--- config.mk ---
export PLATFORM = sky130hd
export DESIGN_NAME = cycle_start_gen_mc
export DESIGN_NICKNAME = d
export VERILOG_FILES = /design/src/rtl/cycle_start_gen_mc.sv
export SDC_FILE = /design/constraint.sdc
export NUM_CORES = 2
export LEC_CHECK = 0
export ABC_AREA = 0
export CAP_MARGIN = 20
export CORE_MARGIN = 1.5
export CORE_UTILIZATION = 65
export CTS_CLUSTER_DIAMETER = 40
export DETAILED_ROUTE_END_ITERATION = 10
export PLACE_DENSITY = 0.86
export SETUP_SLACK_MARGIN = 0.1
export SYNTH_ARGS = -nofsm -noshare
export SYNTH_HDL_FRONTEND = slang
export SYNTH_SLANG_ARGS = --single-unit
--- constraint.sdc ---
create_clock -name i_clk -period 7.03 [get_ports i_clk]
set_clock_uncertainty 0.2 [all_clocks]
set_input_delay 1.0545 -clock i_clk [delete_from_list [all_inputs] [get_ports i_clk]]
set_output_delay 1.0545 -clock i_clk [all_outputs]
set_load 0.02 [all_outputs]
--- src/rtl/cycle_start_gen_mc.sv ---
// Multi-channel cycle-start generator: each channel pulses when the synchronised time reaches
// its next scheduled start. Define CHANNEL_CATCHUP_EN to skip overdue starts after a time jump.
module cycle_start_gen_mc #(
    parameter int CH_NUM = 4,
    parameter int TIME_W = 64,
    parameter int LEN_W  = 32,
    parameter int ID_W   = 16
) (
    input  logic                                           i_clk,
    input  logic                                           i_rst_n,
    input  logic [TIME_W-1:0]                              iv_syn_clk,
    input  logic                                           i_cfg_wr,
    input  logic [((CH_NUM > 1) ? $clog2(CH_NUM) : 1)-1:0] iv_cfg_ch,
    input  logic                                           i_cfg_en,
    input  logic [TIME_W-1:0]                              iv_cfg_base,
    input  logic [LEN_W-1:0]                               iv_cfg_len,
    output logic                                           o_cfg_err,
    output logic [CH_NUM-1:0]                              ov_cycle_start,
    output logic [CH_NUM*ID_W-1:0]                         ov_cycle_id,
    output logic [CH_NUM-1:0]                              ov_ch_active
);

    localparam int CH_W = (CH_NUM > 1) ? $clog2(CH_NUM) : 1;

    typedef enum logic [1:0] {
        ST_IDLE    = 2'd0,
        ST_ARMED   = 2'd1,
        ST_CATCHUP = 2'd2,
        ST_PULSE   = 2'd3
    } state_t;

    logic [CH_NUM-1:0] w_ch_hit;
    logic              w_ch_ok;
    logic              w_len_bad;
    logic              w_reject;
    logic [CH_NUM-1:0] w_cfg_sel;
    logic              r_cfg_err;

    // One-hot decode of the write target; codes at or above CH_NUM hit nothing.
    always_comb begin
        w_ch_hit = {CH_NUM{1'b0}};
        for (int n = 0; n < CH_NUM; n++) begin
            w_ch_hit[n] = (iv_cfg_ch == CH_W'(n));
        end
    end

    assign w_ch_ok   = |w_ch_hit;
    assign w_len_bad = i_cfg_en & (iv_cfg_len == {LEN_W{1'b0}});
    assign w_reject  = i_cfg_wr & (~w_ch_ok | w_len_bad);
    assign w_cfg_sel = w_ch_hit & {CH_NUM{i_cfg_wr & ~w_reject}};

    // Rejected-write flag, high for the cycle after the offending write.
    always_ff @(posedge i_clk or negedge i_rst_n) begin
        if (!i_rst_n) begin
            r_cfg_err <= 1'b0;
        end else begin
            r_cfg_err <= w_reject;
        end
    end

    assign o_cfg_err = r_cfg_err;

    for (genvar g = 0; g < CH_NUM; g++) begin : g_ch
        state_t            r_state;
        state_t            w_state_nxt;
        logic [TIME_W-1:0] r_next_start;
        logic [TIME_W-1:0] w_next_start_nxt;
        logic [LEN_W-1:0]  r_len;
        logic [LEN_W-1:0]  w_len_nxt;
        logic [ID_W-1:0]   r_id;
        logic [ID_W-1:0]   w_id_nxt;
        logic [ID_W-1:0]   r_cyc_id;
        logic [ID_W-1:0]   w_cyc_id_nxt;
        logic              r_start;
        logic              w_start_nxt;
        logic              r_active;
        logic              w_active_nxt;
        logic [TIME_W-1:0] w_len_ext;
        logic              w_due;

        assign w_len_ext = {{(TIME_W-LEN_W){1'b0}}, r_len};
        assign w_due     = (r_next_start <= iv_syn_clk);

        // Next-state logic; a write to this channel overrides whatever the FSM would do.
        always_comb begin
            w_state_nxt      = r_state;
            w_next_start_nxt = r_next_start;
            w_len_nxt        = r_len;
            w_id_nxt         = r_id;
            w_cyc_id_nxt     = r_cyc_id;
            w_start_nxt      = 1'b0;
            if (w_cfg_sel[g]) begin
                w_next_start_nxt = iv_cfg_base;
                w_len_nxt        = iv_cfg_len;
                w_id_nxt         = {ID_W{1'b1}};
                w_state_nxt      = i_cfg_en ? ST_ARMED : ST_IDLE;
            end else begin
                case (r_state)
                    ST_IDLE: begin
                        w_state_nxt = ST_IDLE;
                    end
                    ST_ARMED: begin
                        if (w_due) begin
                            w_next_start_nxt = r_next_start + w_len_ext;
`ifdef CHANNEL_CATCHUP_EN
                            w_state_nxt = ST_CATCHUP;
`else
                            w_state_nxt = ST_PULSE;
`endif
                        end else begin
                            w_state_nxt = ST_ARMED;
                        end
                    end
`ifdef CHANNEL_CATCHUP_EN
                    // Overdue starts are consumed silently, one per clock.
                    ST_CATCHUP: begin
                        if (w_due) begin
                            w_next_start_nxt = r_next_start + w_len_ext;
                            w_state_nxt      = ST_CATCHUP;
                        end else begin
                            w_state_nxt = ST_PULSE;
                        end
                    end
`endif
                    ST_PULSE: begin
                        w_start_nxt  = 1'b1;
                        w_id_nxt     = r_id + ID_W'(1'b1);
                        w_cyc_id_nxt = r_id + ID_W'(1'b1);
                        w_state_nxt  = ST_ARMED;
                    end
                    default: begin
                        w_state_nxt = ST_IDLE;
                    end
                endcase
            end
            w_active_nxt = (w_state_nxt != ST_IDLE);
        end

        // Channel state and registered outputs.
        always_ff @(posedge i_clk or negedge i_rst_n) begin
            if (!i_rst_n) begin
                r_state      <= ST_IDLE;
                r_next_start <= {TIME_W{1'b0}};
                r_len        <= {LEN_W{1'b0}};
                r_id         <= {ID_W{1'b0}};
                r_cyc_id     <= {ID_W{1'b0}};
                r_start      <= 1'b0;
                r_active     <= 1'b0;
            end else begin
                r_state      <= w_state_nxt;
                r_next_start <= w_next_start_nxt;
                r_len        <= w_len_nxt;
                r_id         <= w_id_nxt;
                r_cyc_id     <= w_cyc_id_nxt;
                r_start      <= w_start_nxt;
                r_active     <= w_active_nxt;
            end
        end

        assign ov_cycle_start[g]            = r_start;
        assign ov_cycle_id[g*ID_W +: ID_W]  = r_cyc_id;
        assign ov_ch_active[g]              = r_active;
    end

endmodule

---- Yosys cells after proc, flatten, opt, wreduce, memory -nomap -nowiden ----
Index checks and enable logic that the tools add are counted.
cells by class
  add/sub/neg operators ................... 8
  multipliers ............................. 0
  div/mod/pow operators ................... 0
  order comparisons ....................... 4
  eq/ne operators ......................... 11
  shifts and indexed selects .............. 0
  multiplexer cells ....................... 41
  bitwise operators ....................... 11
  reductions and logical operators ........ 27
operators by type and width
  operator                 count
  $mux W64                 12
  $add A64 B32 Y64         4
  $le A64 B64 Y1           4
  $mux W16                 8
  $add A16 B1 Y16 const B  4
  $logic_not A32 Y1        1
  $reduce_bool A2 Y1       16
  $mux W2                  8
  $pmux W2 S2              4
  $reduce_and A2 Y1        8
  $eq A2 B2 Y1 const B     6
  $eq A2 B1 Y1 const B     5
  $mux W1                  9
  $not A1 Y1               6
  $and A4 B4 Y4            1
  $reduce_or A4 Y1         1
  $and A1 B1 Y1            3
  $logic_not A2 Y1         1
  $or A1 B1 Y1             1
storage, ports and cells
  flip-flop bits (word level) ............. 529
  latch bits .............................. 0
  memory bits (writable) .................. 0
  memory bits (read-only) ................. 0
  output and inout port bits .............. 73
  logic and storage cells ................. 131
  memories kept ........................... 0

---- Depth between registers and ports, before layout ----
  depth after elaboration ................. 10
  mapped depth ............................ 14
  mapped depth without buffers ............ 13

---- Worst setup path before layout ----
OpenSTA, ideal clock, no wires.
  path type ............................... input -> register
  start point ............................. input iv_syn_clk[45]
  end point ............................... register g_ch[2].r_next_start[58]
  setup time .............................. 0.132 ns
  arrival time ............................ 3.645 ns
  required time ........................... 6.698 ns
  setup slack ............................. 3.053 ns
  stages .................................. 13
  buffers on the path ..................... 1
  cell sequence ........................... inv_1 > ha_1 > nand4_2 > nor4_4 > nand4b_1 > or3_4 > nor4_4 > a21oi_2 > or2_4 > buf_6 > nor4_2 > xnor2_1 > o21ai_1
between the ends
  longest elaborated chain between the ends .. 3
RTL lines
  item                          RTL line  text
  from (decl)                   11        input logic [TIME_W-1:0] iv_syn_clk,
  $le A64 B64 Y1                82        assign w_due = (r_next_start <= iv_syn_clk);
  $reduce_bool A2 Y1 (no line)  n/a
  $reduce_and A2 Y1 (no line)   n/a
  to (signal assigned)          143       r_next_start <= {TIME_W{1'b0}};
  to (signal assigned)          151       r_next_start <= w_next_start_nxt;
  to (decl)                     66        logic [TIME_W-1:0] r_next_start;
Every way passes these cells.
A chain may end at the register's enable or synchronous reset.

---- Worst setup path in the final report ----
  start point ............................. input iv_syn_clk[63]
  end point ............................... register g_ch[2].r_next_start[27]
The elaborated chain is that of the path after synthesis.

==> reports/results.tsv <==
stage	metric	value	unit
run_status	outcome	complete, no violations	
layout	final_common_cell	nand2_1	
sta	max_freq	193	MHz
setup_path	worstPathArrival	5.45	ns
sta	rsz0062_at_grt	false	
logic_synthesis	synth_cell_type_count	80	
pwr	p_int	10.6	mW
routing	vias_per_cell	6.42	
layout	layout-drive-gt1-share	6.39	%
pwr	p_per_area	433	mW/mm^2
logic_synthesis	synthFlopType	dfrtp_1	
die	die_area	0.0578	mm^2
setup_path	rrSetupSlack	2.46	ns
grt	grt_pass1_vias	32640	
cts	cts_root_buf	clkbuf_16	
layout	fin_util	77.2	%
routing	ant_nets	0	
logic_synthesis	synth_edf_count	0	
cts	htree_levels	3	
cts	cts_hold_buf	0	
layout	stdcell_area	0.0428	mm^2
cts	cts_tree	done	
sta	setup_viol_count_final	0	
setup_path	critPathKind	in -> reg	
grt	grt_max_degree	161	
setup_path	worstPathCellList	clkdlybuf4s50_1, inv_1, ha_1, nand4_1, nor4_2, nand4b_1, or3_4, o21bai_1, a21oi_4, buf_4, mux2i_1, a21oi_1	
sta	drv_slew	0	
logic_synthesis	ys_ff_latch	525	
setup_path	required	7.31	ns
setup_path	r2r_start	g_ch[2].r_next_start[61]	
hold_path	hold_class	in -> async	
sta	tightest_slew	1.04	ns
run	maxCapViolCount	0	
die	pin_count	239	
logic_synthesis	yosysTopAreaCellShare	35.8	%
setup_path	r2r_cells	10	
die	die_h	240	um
layout	nets	5034	
setup_path	max_stage_delay	0.59	ns
logic_synthesis	syn_area_per_cell	8.53	um^2
setup_path	crit_fanout	57	
die	dieWidth	240	um
pwr	p_seq_share	27.9	%
logic_synthesis	synth_cells	4296	
placed_design	portBuffers	238	
pwr	combPwrFrac	47.0	%
die	core_area	0.0554	mm^2
routing	wire_per_inst	23.2	um
grt	grt_usage	42.6	%
logic_synthesis	async_flop_share	100	%
cts	clk_path_buf_depth	3	
placed_design	place_congestion	1.02	
layout	area_growth	16.7	%
cts	insertion_delay	0.66	ns
die	rows	86	
routing	vias	34047	
cts	cts.sinks	525	
cts	cts_inserted_buffers	94	
sta	tns	0	ns
sta	maxSlewHeadroom	30.5	%
setup_path	slowest_stage	mux2i_1	
grt	grt_overflow	0	
sta	fin_crit	5.17	ns
cts	cts_setup_buffers	0	
grt	antenna_found_initial	9	
pwr	swShare	42.5	%
die	initial_core_util	66.1	%
pwr	p_switching	7.87	mW
routing	wl	123	mm
setup_path	critPathCaptureType	flop	
routing	drc_errors	0	
sta	whs	0.244	ns
pwr	clkPwrFrac	25.0	%
logic_synthesis	synth_nets	4854	
logic_synthesis	ys_seq_area_share	35.8	%
placed_design	dpl_cell_area	0.0395	mm^2
grt	grt_pass1_wl	187	mm
pwr	ir_drop	285	uV
setup_path	rr_endpoint	g_ch[2].r_next_start[27]	
placed_design	place_hpwl	90.2	mm
cts	ctsResizeCount	0	
layout	final_cell_mix	nand2_1, dfrtp_1, a21oi_1	
routing	drt_iter0_drc	3596	
logic_synthesis	syn-cell-area	0.0366	mm^2
pwr	leakage	19.4	nW
cts	cts.clk_slew.worst_paths	0.06	ns
sta	min_period_over_period	73.5	%
setup_path	start_kind	input port	
logic_synthesis	yosys_warnings	0	
routing	dr.pass1.iters	6	
sta	hold_viol	0	
logic_synthesis	synthTopCellsByArea	dfrtp_1, ha_1, nand2_1, a21oi_1, xnor2_1	
logic_synthesis	yosysTopAreaCell	dfrtp_1	
## power by group through the flow
stage / sequential, mW / clock [mW] / combinational [mW]
CTS: 5.13 / 4.64 / 8.52
global route: 5.24 / 4.79 / 9.59
finish: 5.17 / 4.63 / 8.70
global placement: 5.13 / 0 / 8.17
floorplan: 4.93 / 0 / 6.10
detailed placement: 5.16 / 0 / 8.38
## worst max-delay path: cells and delay by family
| kind | cells | cell delay (ns) |
|---|---|---|
| and+or+nand+nor | 4 | 1.51 |
| buffers and inverters | 3 | 1.18 |
| AOI/OAI and AO/OA | 3 | 0.74 |
| muxes | 1 | 0.59 |
| adders and majority gates | 1 | 0.34 |
## flip-flops by register name, indices dropped and copies added, names as in the netlist
name / count
g_ch.r_next_start: 256
g_ch.r_len: 128
g_ch.r_cyc_id: 64
g_ch.r_id: 64
g_ch.r_state: 8
g_ch.r_start: 4
o_cfg_err: 1
## cell usage after synthesis (20+ instances only)
library cell / n
buf_2: 21
and3_1: 86
mux2i_1: 30
nand4_1: 98
mux2_2: 47
a211oi_1: 35
nand2_1: 751
o21ai_0: 270
a21oi_1: 400
a21o_1: 116
nor2_1: 317
and2_1: 30
nand3_1: 131
ha_1: 388
xor2_1: 156
nor2b_1: 20
inv_1: 127
dfrtp_1: 525
nor3_1: 47
nand2b_1: 21
o21a_1: 26
o21ai_1: 49
clkbuf_1: 144
nor4_1: 25
xnor2_1: 173
## stage by stage
| stage | cells | setup slack [ns] | power (mW) |
|---|---|---|---|
| final | 5306 | 1.86 | 18.5 |
| after global routing | 5302 | 1.76 | 19.6 |
| after CTS | 5300 | 2.13 | 18.3 |
| after detailed placement | 5126 | 1.51 | 13.5 |
| after global placement | 5126 | 1.54 | 13.3 |
| after floorplan | 4296 | 3.05 | 11.0 |
## logic make-up after synthesis
kind of cell | synth area share (%)
compound gates | 16.6
xor+xnor | 7.86
fa+ha+maj | 13.5
buf+inv | 3.32
flops | 35.8
mux | 2.26
simple gates | 20.6
## routing by layer
metal	up-vias	track usage, %	share of wire [%]
li1	15560	-	-
met1	16009	52.6	37
met2	1889	65.5	44
met3	583	8.78	9.7
met4	6	33.0	9.3
met5	-	0	0.029
## worst max-delay path by stage
stage / startpoint / to / cells after the start
2_1_floorplan: iv_syn_clk[45] / g_ch[2].r_next_start[58] / 13
3_3_place_gp: iv_syn_clk[61] / g_ch[2].r_next_start[27] / 12
3_5_place_dp: iv_syn_clk[61] / g_ch[2].r_next_start[27] / 12
4_1_cts: iv_syn_clk[46] / g_ch[0].r_next_start[28] / 12
5_1_grt: iv_syn_clk[63] / g_ch[2].r_next_start[27] / 12
6_report: iv_syn_clk[63] / g_ch[2].r_next_start[27] / 12
## area by class of cell
cell class              instances  area (um^2)
multi-input cells            3464        22400
clock inverters                62          706
fillers                      3866        12700
clock buffers                 112         2510
repair buffers                264         2630
inverters                     127          477
well taps                     748          936
diodes                          4         10.0
flip-flops and latches        525        13100
No activity file was read; power rests on OpenSTA's default activity.
